--- src/rtl/lsu_writeback_if.sv ---
// Execute/memory/register-file bundle for lsu_writeback.
// The slave modport is the LSU's view; master is the surrounding pipeline and memory.
interface lsu_writeback_if #(
  parameter int unsigned ADDR_WIDTH = 5,
  parameter int unsigned DATA_WIDTH = 32
);
  logic                  req_valid;
  logic                  req_ready;
  logic                  req_we;
  logic [2:0]            req_funct3;
  logic [31:0]           req_addr;
  logic [DATA_WIDTH-1:0] req_wdata;
  logic [ADDR_WIDTH-1:0] req_rd;

  logic                  mem_req_valid;
  logic                  mem_req_ready;
  logic [31:0]           mem_addr;
  logic                  mem_wen;
  logic [3:0]            mem_wmask;
  logic [DATA_WIDTH-1:0] mem_wdata;
  logic                  mem_resp_valid;
  logic [DATA_WIDTH-1:0] mem_rdata;

  logic                  rf_wen;
  logic [ADDR_WIDTH-1:0] rf_waddr;
  logic [DATA_WIDTH-1:0] rf_wdata;
  logic                  done;
  logic                  fault;

  modport master (
    output req_valid, req_we, req_funct3, req_addr, req_wdata, req_rd,
    input  req_ready,
    output mem_req_ready, mem_resp_valid, mem_rdata,
    input  mem_req_valid, mem_addr, mem_wen, mem_wmask, mem_wdata,
    input  rf_wen, rf_waddr, rf_wdata, done, fault
  );

  modport slave (
    input  req_valid, req_we, req_funct3, req_addr, req_wdata, req_rd,
    output req_ready,
    input  mem_req_ready, mem_resp_valid, mem_rdata,
    output mem_req_valid, mem_addr, mem_wen, mem_wmask, mem_wdata,
    output rf_wen, rf_waddr, rf_wdata, done, fault
  );
endinterface

--- src/rtl/lsu_writeback.sv ---
// Multi-cycle RV32 load/store unit: memory request, load align/extend, register-file writeback.
// Define LSU_MISALIGN_TRAP_EN to trap misaligned half/word accesses instead of lane rounding.
module lsu_writeback #(
  parameter int unsigned ADDR_WIDTH = 5,
  parameter int unsigned DATA_WIDTH = 32
) (
  input logic              clk,
  input logic              rst,
  lsu_writeback_if.slave   bus
);

`ifdef LSU_MISALIGN_TRAP_EN
  typedef enum logic [2:0] {StIdle, StReq, StWait, StWb, StFault} state_e;
`else
  typedef enum logic [2:0] {StIdle, StReq, StWait, StWb} state_e;
`endif

  localparam logic [1:0] SzByte = 2'd0;
  localparam logic [1:0] SzHalf = 2'd1;
  localparam logic [1:0] SzWord = 2'd2;

  // Unlisted funct3 encodings fall through to word access.
  function automatic logic [1:0] op_size(input logic we, input logic [2:0] f3);
    logic [1:0] sz;
    sz = SzWord;
    if (we) begin
      if (f3 == 3'b000)      sz = SzByte;
      else if (f3 == 3'b001) sz = SzHalf;
    end else begin
      if (f3 == 3'b000 || f3 == 3'b100)      sz = SzByte;
      else if (f3 == 3'b001 || f3 == 3'b101) sz = SzHalf;
    end
    return sz;
  endfunction

  state_e                state_q, state_d;
  logic                  we_q;
  logic [2:0]            funct3_q;
  logic [31:0]           addr_q;
  logic [DATA_WIDTH-1:0] wdata_q;
  logic [ADDR_WIDTH-1:0] rd_q;
  logic [ADDR_WIDTH-1:0] rf_waddr_q, rf_waddr_d;
  logic [DATA_WIDTH-1:0] rf_wdata_q, rf_wdata_d;

  logic                  accept;
  logic [1:0]            size;
  logic [DATA_WIDTH-1:0] ld_shift_b, ld_shift_h, ld_ext;
  logic [3:0]            st_mask;
  logic [DATA_WIDTH-1:0] st_data;

  assign accept = (state_q == StIdle) && bus.req_valid;
  assign size   = op_size(we_q, funct3_q);

`ifdef LSU_MISALIGN_TRAP_EN
  logic [1:0] req_size;
  logic       req_misaligned;
  assign req_size       = op_size(bus.req_we, bus.req_funct3);
  assign req_misaligned = ((req_size == SzHalf) && bus.req_addr[0]) ||
                          ((req_size == SzWord) && (bus.req_addr[1:0] != 2'b00));
`endif

  assign ld_shift_b = bus.mem_rdata >> {addr_q[1:0], 3'b000};
  assign ld_shift_h = bus.mem_rdata >> {addr_q[1], 4'b0000};

  always_comb begin
    ld_ext  = bus.mem_rdata;
    st_mask = 4'b1111;
    st_data = wdata_q;
    unique case (size)
      SzByte: begin
        ld_ext  = funct3_q[2] ? {24'b0, ld_shift_b[7:0]} : {{24{ld_shift_b[7]}}, ld_shift_b[7:0]};
        st_mask = 4'b0001 << addr_q[1:0];
        st_data = {4{wdata_q[7:0]}};
      end
      SzHalf: begin
        ld_ext  = funct3_q[2] ? {16'b0, ld_shift_h[15:0]} :
                                {{16{ld_shift_h[15]}}, ld_shift_h[15:0]};
        st_mask = 4'b0011 << {addr_q[1], 1'b0};
        st_data = {2{wdata_q[15:0]}};
      end
      default: ;
    endcase
  end

  always_comb begin
    state_d           = state_q;
    rf_waddr_d        = rf_waddr_q;
    rf_wdata_d        = rf_wdata_q;
    bus.req_ready     = 1'b0;
    bus.mem_req_valid = 1'b0;
    bus.mem_addr      = '0;
    bus.mem_wen       = 1'b0;
    bus.mem_wmask     = '0;
    bus.mem_wdata     = '0;
    bus.rf_wen        = 1'b0;
    bus.done          = 1'b0;
    bus.fault         = 1'b0;
    unique case (state_q)
      StIdle: begin
        bus.req_ready = !rst;
        if (bus.req_valid) begin
`ifdef LSU_MISALIGN_TRAP_EN
          state_d = req_misaligned ? StFault : StReq;
`else
          state_d = StReq;
`endif
        end
      end
      StReq: begin
        bus.mem_req_valid = 1'b1;
        bus.mem_addr      = {addr_q[31:2], 2'b00};
        bus.mem_wen       = we_q;
        bus.mem_wmask     = we_q ? st_mask : 4'b0000;
        bus.mem_wdata     = we_q ? st_data : '0;
        if (bus.mem_req_ready) state_d = StWait;
      end
      StWait: begin
        if (bus.mem_resp_valid) begin
          if (we_q) begin
            bus.done = 1'b1;
            state_d  = StIdle;
          end else begin
            rf_waddr_d = rd_q;
            rf_wdata_d = ld_ext;
            state_d    = StWb;
          end
        end
      end
      StWb: begin
        bus.rf_wen = (rd_q != '0);
        bus.done   = 1'b1;
        state_d    = StIdle;
      end
`ifdef LSU_MISALIGN_TRAP_EN
      StFault: begin
        bus.fault = 1'b1;
        bus.done  = 1'b1;
        state_d   = StIdle;
      end
`endif
      default: state_d = StIdle;
    endcase
  end

  assign bus.rf_waddr = rf_waddr_q;
  assign bus.rf_wdata = rf_wdata_q;

  always_ff @(posedge clk or posedge rst) begin
    if (rst) begin
      state_q    <= StIdle;
      we_q       <= 1'b0;
      funct3_q   <= '0;
      addr_q     <= '0;
      wdata_q    <= '0;
      rd_q       <= '0;
      rf_waddr_q <= '0;
      rf_wdata_q <= '0;
    end else begin
      state_q    <= state_d;
      rf_waddr_q <= rf_waddr_d;
      rf_wdata_q <= rf_wdata_d;
      if (accept) begin
        we_q     <= bus.req_we;
        funct3_q <= bus.req_funct3;
        addr_q   <= bus.req_addr;
        wdata_q  <= bus.req_wdata;
        rd_q     <= bus.req_rd;
      end
    end
  end

endmodule

--- src/flat_wrapper.sv ---
// flat-port wrapper written by rule: the top's interface ports become plain ports
module lsu_writeback_flat 
#(
  parameter int unsigned ADDR_WIDTH = 5,
  parameter int unsigned DATA_WIDTH = 32
)
  (clk, rst, bus_req_valid, bus_req_we, bus_req_funct3, bus_req_addr, bus_req_wdata, bus_req_rd, bus_req_ready, bus_mem_req_ready, bus_mem_resp_valid, bus_mem_rdata, bus_mem_req_valid, bus_mem_addr, bus_mem_wen, bus_mem_wmask, bus_mem_wdata, bus_rf_wen, bus_rf_waddr, bus_rf_wdata, bus_done, bus_fault);
  lsu_writeback_if #(.ADDR_WIDTH(ADDR_WIDTH), .DATA_WIDTH(DATA_WIDTH)) bus_i ();
  input logic clk;
  input logic rst;
  input wire logic [$bits(bus_i.req_valid)-1:0] bus_req_valid;
  input wire logic [$bits(bus_i.req_we)-1:0] bus_req_we;
  input wire logic [$bits(bus_i.req_funct3)-1:0] bus_req_funct3;
  input wire logic [$bits(bus_i.req_addr)-1:0] bus_req_addr;
  input wire logic [$bits(bus_i.req_wdata)-1:0] bus_req_wdata;
  input wire logic [$bits(bus_i.req_rd)-1:0] bus_req_rd;
  output wire logic [$bits(bus_i.req_ready)-1:0] bus_req_ready;
  input wire logic [$bits(bus_i.mem_req_ready)-1:0] bus_mem_req_ready;
  input wire logic [$bits(bus_i.mem_resp_valid)-1:0] bus_mem_resp_valid;
  input wire logic [$bits(bus_i.mem_rdata)-1:0] bus_mem_rdata;
  output wire logic [$bits(bus_i.mem_req_valid)-1:0] bus_mem_req_valid;
  output wire logic [$bits(bus_i.mem_addr)-1:0] bus_mem_addr;
  output wire logic [$bits(bus_i.mem_wen)-1:0] bus_mem_wen;
  output wire logic [$bits(bus_i.mem_wmask)-1:0] bus_mem_wmask;
  output wire logic [$bits(bus_i.mem_wdata)-1:0] bus_mem_wdata;
  output wire logic [$bits(bus_i.rf_wen)-1:0] bus_rf_wen;
  output wire logic [$bits(bus_i.rf_waddr)-1:0] bus_rf_waddr;
  output wire logic [$bits(bus_i.rf_wdata)-1:0] bus_rf_wdata;
  output wire logic [$bits(bus_i.done)-1:0] bus_done;
  output wire logic [$bits(bus_i.fault)-1:0] bus_fault;
  assign bus_i.req_valid = bus_req_valid;
  assign bus_i.req_we = bus_req_we;
  assign bus_i.req_funct3 = bus_req_funct3;
  assign bus_i.req_addr = bus_req_addr;
  assign bus_i.req_wdata = bus_req_wdata;
  assign bus_i.req_rd = bus_req_rd;
  assign bus_req_ready = bus_i.req_ready;
  assign bus_i.mem_req_ready = bus_mem_req_ready;
  assign bus_i.mem_resp_valid = bus_mem_resp_valid;
  assign bus_i.mem_rdata = bus_mem_rdata;
  assign bus_mem_req_valid = bus_i.mem_req_valid;
  assign bus_mem_addr = bus_i.mem_addr;
  assign bus_mem_wen = bus_i.mem_wen;
  assign bus_mem_wmask = bus_i.mem_wmask;
  assign bus_mem_wdata = bus_i.mem_wdata;
  assign bus_rf_wen = bus_i.rf_wen;
  assign bus_rf_waddr = bus_i.rf_waddr;
  assign bus_rf_wdata = bus_i.rf_wdata;
  assign bus_done = bus_i.done;
  assign bus_fault = bus_i.fault;
  lsu_writeback #(.ADDR_WIDTH(ADDR_WIDTH), .DATA_WIDTH(DATA_WIDTH)) u_core (.clk(clk), .rst(rst), .bus(bus_i));
endmodule
--- config.mk ---
export PLATFORM = sky130hd
export DESIGN_NAME = lsu_writeback_flat
export DESIGN_NICKNAME = d
export VERILOG_FILES = /design/src/rtl/lsu_writeback_if.sv /design/src/rtl/lsu_writeback.sv /design/src/flat_wrapper.sv
export SDC_FILE = /design/constraint.sdc
export NUM_CORES = 1
export LEC_CHECK = 0
export BUFFER_PORTS_ARGS = -buffer_cell sky130_fd_sc_hd__buf_4
export CAP_MARGIN = 20
export CORE_MARGIN = 5
export CORE_UTILIZATION = 40
export CTS_CLUSTER_DIAMETER = 100
export DETAILED_ROUTE_END_ITERATION = 8
export PLACE_DENSITY_LB_ADDON = 0.12
export SLEW_MARGIN = 30
export SYNTH_ARGS = -nofsm -noshare
export SYNTH_HDL_FRONTEND = slang
export SYNTH_SLANG_ARGS = --single-unit
--- constraint.sdc ---
create_clock -name clk -period 4.5 [get_ports clk]
set_clock_uncertainty 0.15 [all_clocks]
set_input_delay 0.225 -clock clk [delete_from_list [all_inputs] [get_ports clk]]
set_output_delay 0.225 -clock clk [all_outputs]
set_load 0.02 [all_outputs]
==> results.json <==
{
  "leakage_uw": 0.00393,
  "period_share": 0.714,
  "place_hpwl_um": 12700,
  "hold_violations": 0,
  "dieArea_mm2": 0.0162,
  "slew_headroom": 0.350,
  "ys_dominant_reg_cell": "dfrtp_1",
  "synth.most_common_cell": "dfrtp_1",
  "antenna_found_initial": 0,
  "start_util": 0.411,
  "outcome": "completed",
  "grt_pass1_wl_um": 28300,
  "area_delta_synth_final_pct": 53.6,
  "final.setup.tns_ns": 0,
  "final_nets": 923,
  "intPower_uw": 3400,
  "cts_buffers": 9,
  "peakVddDrop_uv": 342,
  "cts_root_buffer": "clkbuf_16",
  "synth_top_area_cell": "dfrtp_1",
  "grt.overflow.total": 0,
  "synth_area_leaders": "dfrtp_1 (51%), mux2_2 (15%), nand2_1 (5.2%), nor2_1 (3.5%), and2_1 (3.4%)",
  "power_uw": 5820,
  "io_buffers": 217,
  "netlist_instances": 528,
  "ys_seq_elements": 112,
  "drive_gt1_frac": 0.412,
  "synth.mux.area_fraction": 0.172,
  "yosys.area_share.simple": 0.170,
  "end_kind": "primary output",
  "antenna_left": 0,
  "crit_fanout": 42,
  "track_usage": 0.221,
  "required_ns": 4.12,
  "yosysUniqueCellTypes": 45,
  "fp.coreArea_mm2": 0.0134,
  "synth_adder_area_share": 0,
  "drt_iter0_drc": 303,
  "fmax_mhz": 311,
  "pin_count": 221,
  "row_count": 42,
  "cts.sinks": 112,
  "ys_warn_count": 0,
  "maxSlewViolCount": 0,
  "synth_xor_area_frac": 0,
  "synth-edff-count": 0,
  "timing.hold.ws_ns": 0.0143,
  "cp-start-kind": "register",
  "wirelength_um": 18100,
  "clkTransAtPathRegs_ns": 0.07,
  "tightestPinTransition_ns": 0.973,
  "grt_max_degree": 77,
  "fillers": 1130,
  "clock_path_buffers": 2,
  "switching_share": 0.416,
  "clkLatencyLatePin_ns": 0.35,
  "fp.dieW_um": 127,
  "via_count": 5135,
  "synth_top_family_by_area": "multiplexers",
  "drtPass1Iterations": 5,
  "clkPwrFrac": 0.149,
  "rsz0062_at_grt": "false",
  "cp.arrival_ns": 2.84,
  "grt_pass1_vias": 5372,
  "p_per_area_mw_per_mm2": 687,
  "async_reset_ff_frac": 1.00,
  "maxCapViolations": 0,
  "synth-compound-area-share": 0.108,
  "seq_power_share": 0.338,
  "ys_seq_area_frac": 0.509,
  "cts-htree-levels": 3,
  "path_class": "register to primary output",
  "setup_viol": 0,
  "post_cts_resized": 0,
  "dp.cells": 887,
  "synth_top_area_share": 0.509,
  "finalCriticalPeriod_ns": 3.22,
  "synth_commonest_cells": "dfrtp_1 (112), nand2_1 (77), mux2_2 (75), nor2_1 (52), and2_1 (30)",
  "place_congestion": 0.827,
  "p_switching_uw": 2420,
  "fin_area_mm2": 0.00846,
  "hp-class": "input pin to register",
  "die_height_um": 127,
  "tritoncts": "done",
  "avgSynthCellArea_um2": 10.4,
  "wire_per_inst_um": 18.2,
  "diodes": 0,
  "p_comb_frac": 0.513,
  "via_per_inst": 5.17,
  "final_cells": 994,
  "drc": 0,
  "post_dp_cell_area_mm2": 0.00722,
  "syn_area_mm2": 0.00551
}
==> critical path: stages, from the launching register on <==
cell and delay [ns]:
dfrtp_1 0.47, nor2b_2 0.19, buf_4 0.24, nand2_1 0.56, clkinv_1 0.50, o31ai_1 0.24
nor2_1 0.10, buf_4 0.17
==> through the flow <==
stage / worst slack (ns) / util
after global placement: 1.79 / 0.539
after CTS: 1.27 / 0.630
after detailed placement: 1.67 / 0.539
final: 1.29 / 0.632
after global routing: 1.06 / 0.632
after floorplan: 1.17 / -
==> registers in the layout, indices dropped and copies added (netlist names) <==
| register | count |
|---|---|
| u_core.funct3_q | 3 |
| u_core.wdata_q | 32 |
| u_core.rd_q | 5 |
| u_core.bus.rf_wdata | 32 |
| u_core.addr_q | 32 |
| u_core.bus.rf_waddr | 5 |
| u_core.state_q | 2 |
| u_core.we_q | 1 |
==> cell families after synthesis <==
kind of cell | after synthesis
simple gates | 204
mux | 85
flops | 112
buf+inv | 45
compound gates | 81
other cells | 1
==> routing by layer <==
| layer | track usage | part of all wire | up-vias |
|---|---|---|---|
| met5 | 0 | 0 | - |
| met4 | 0.0789 | 0.023 | 0 |
| met3 | 0.0601 | 0.085 | 27 |
| met2 | 0.382 | 0.51 | 206 |
| met1 | 0.265 | 0.39 | 2496 |
| li1 | - | - | 2406 |
==> cell type report <==
type                       instances  area [um2]  share of cell area
tap                              176         220              0.0260
sequential                       112        2800               0.331
timing repair buffer             314        2590               0.306
clock buffer                      11         243              0.0287
inverter                           3        16.3             0.00192
clock inverter                     5        80.1             0.00946
multi-input combinational        373        2510               0.297
==> worst paths after layout <==
kind	slack, ns	from	cells after the start	end
setup / recovery	1.29	u_core.state_q[0]	7	bus_mem_wdata[30]
hold / removal	0.01	bus_mem_rdata[27]	3	u_core.bus.rf_wdata[27]
setup reg to reg	1.80	u_core.we_q	4	u_core.bus.rf_wdata[12]
hold reg to reg	0.34	u_core.bus.rf_waddr[2]	2	u_core.bus.rf_waddr[2]
max in group asynchronous	2.82	rst	4	u_core.wdata_q[5]
min in group asynchronous	0.44	rst	3	u_core.funct3_q[0]
==> power groups by stage <==
stage / logic (uW) / registers, uW / clock network (uW)
after global routing: 3220 / 2030 / 924
after floorplan: 1770 / 1990 / 0
after global placement: 2880 / 1940 / 0
final: 2990 / 1960 / 867
after detailed placement: 2920 / 1970 / 0
after CTS: 2990 / 1960 / 888
==> placed cells by master (no fill, tap or decap), drive strengths merged, types with 3 or more instances in the layout <==
cell type and count:
o221a 7, nor2 52, a21oi 30, nand2 77, conb 3, dfrtp 112, and2 30, and3 8
a211oi 14, nor2b 6, buf 224, o21ai 4, a41oi 7, nand4 7, dlygate4sd3 90, a31o 7
nor3 16, clkbuf 11, mux2 76, mux2i 9
==> what timing repair did <==
item	CTS	global route
hold buffers	90	0
setup buffers	0	0
hold endpoints to repair	165	0
Power figures use the tool's default switching activity.
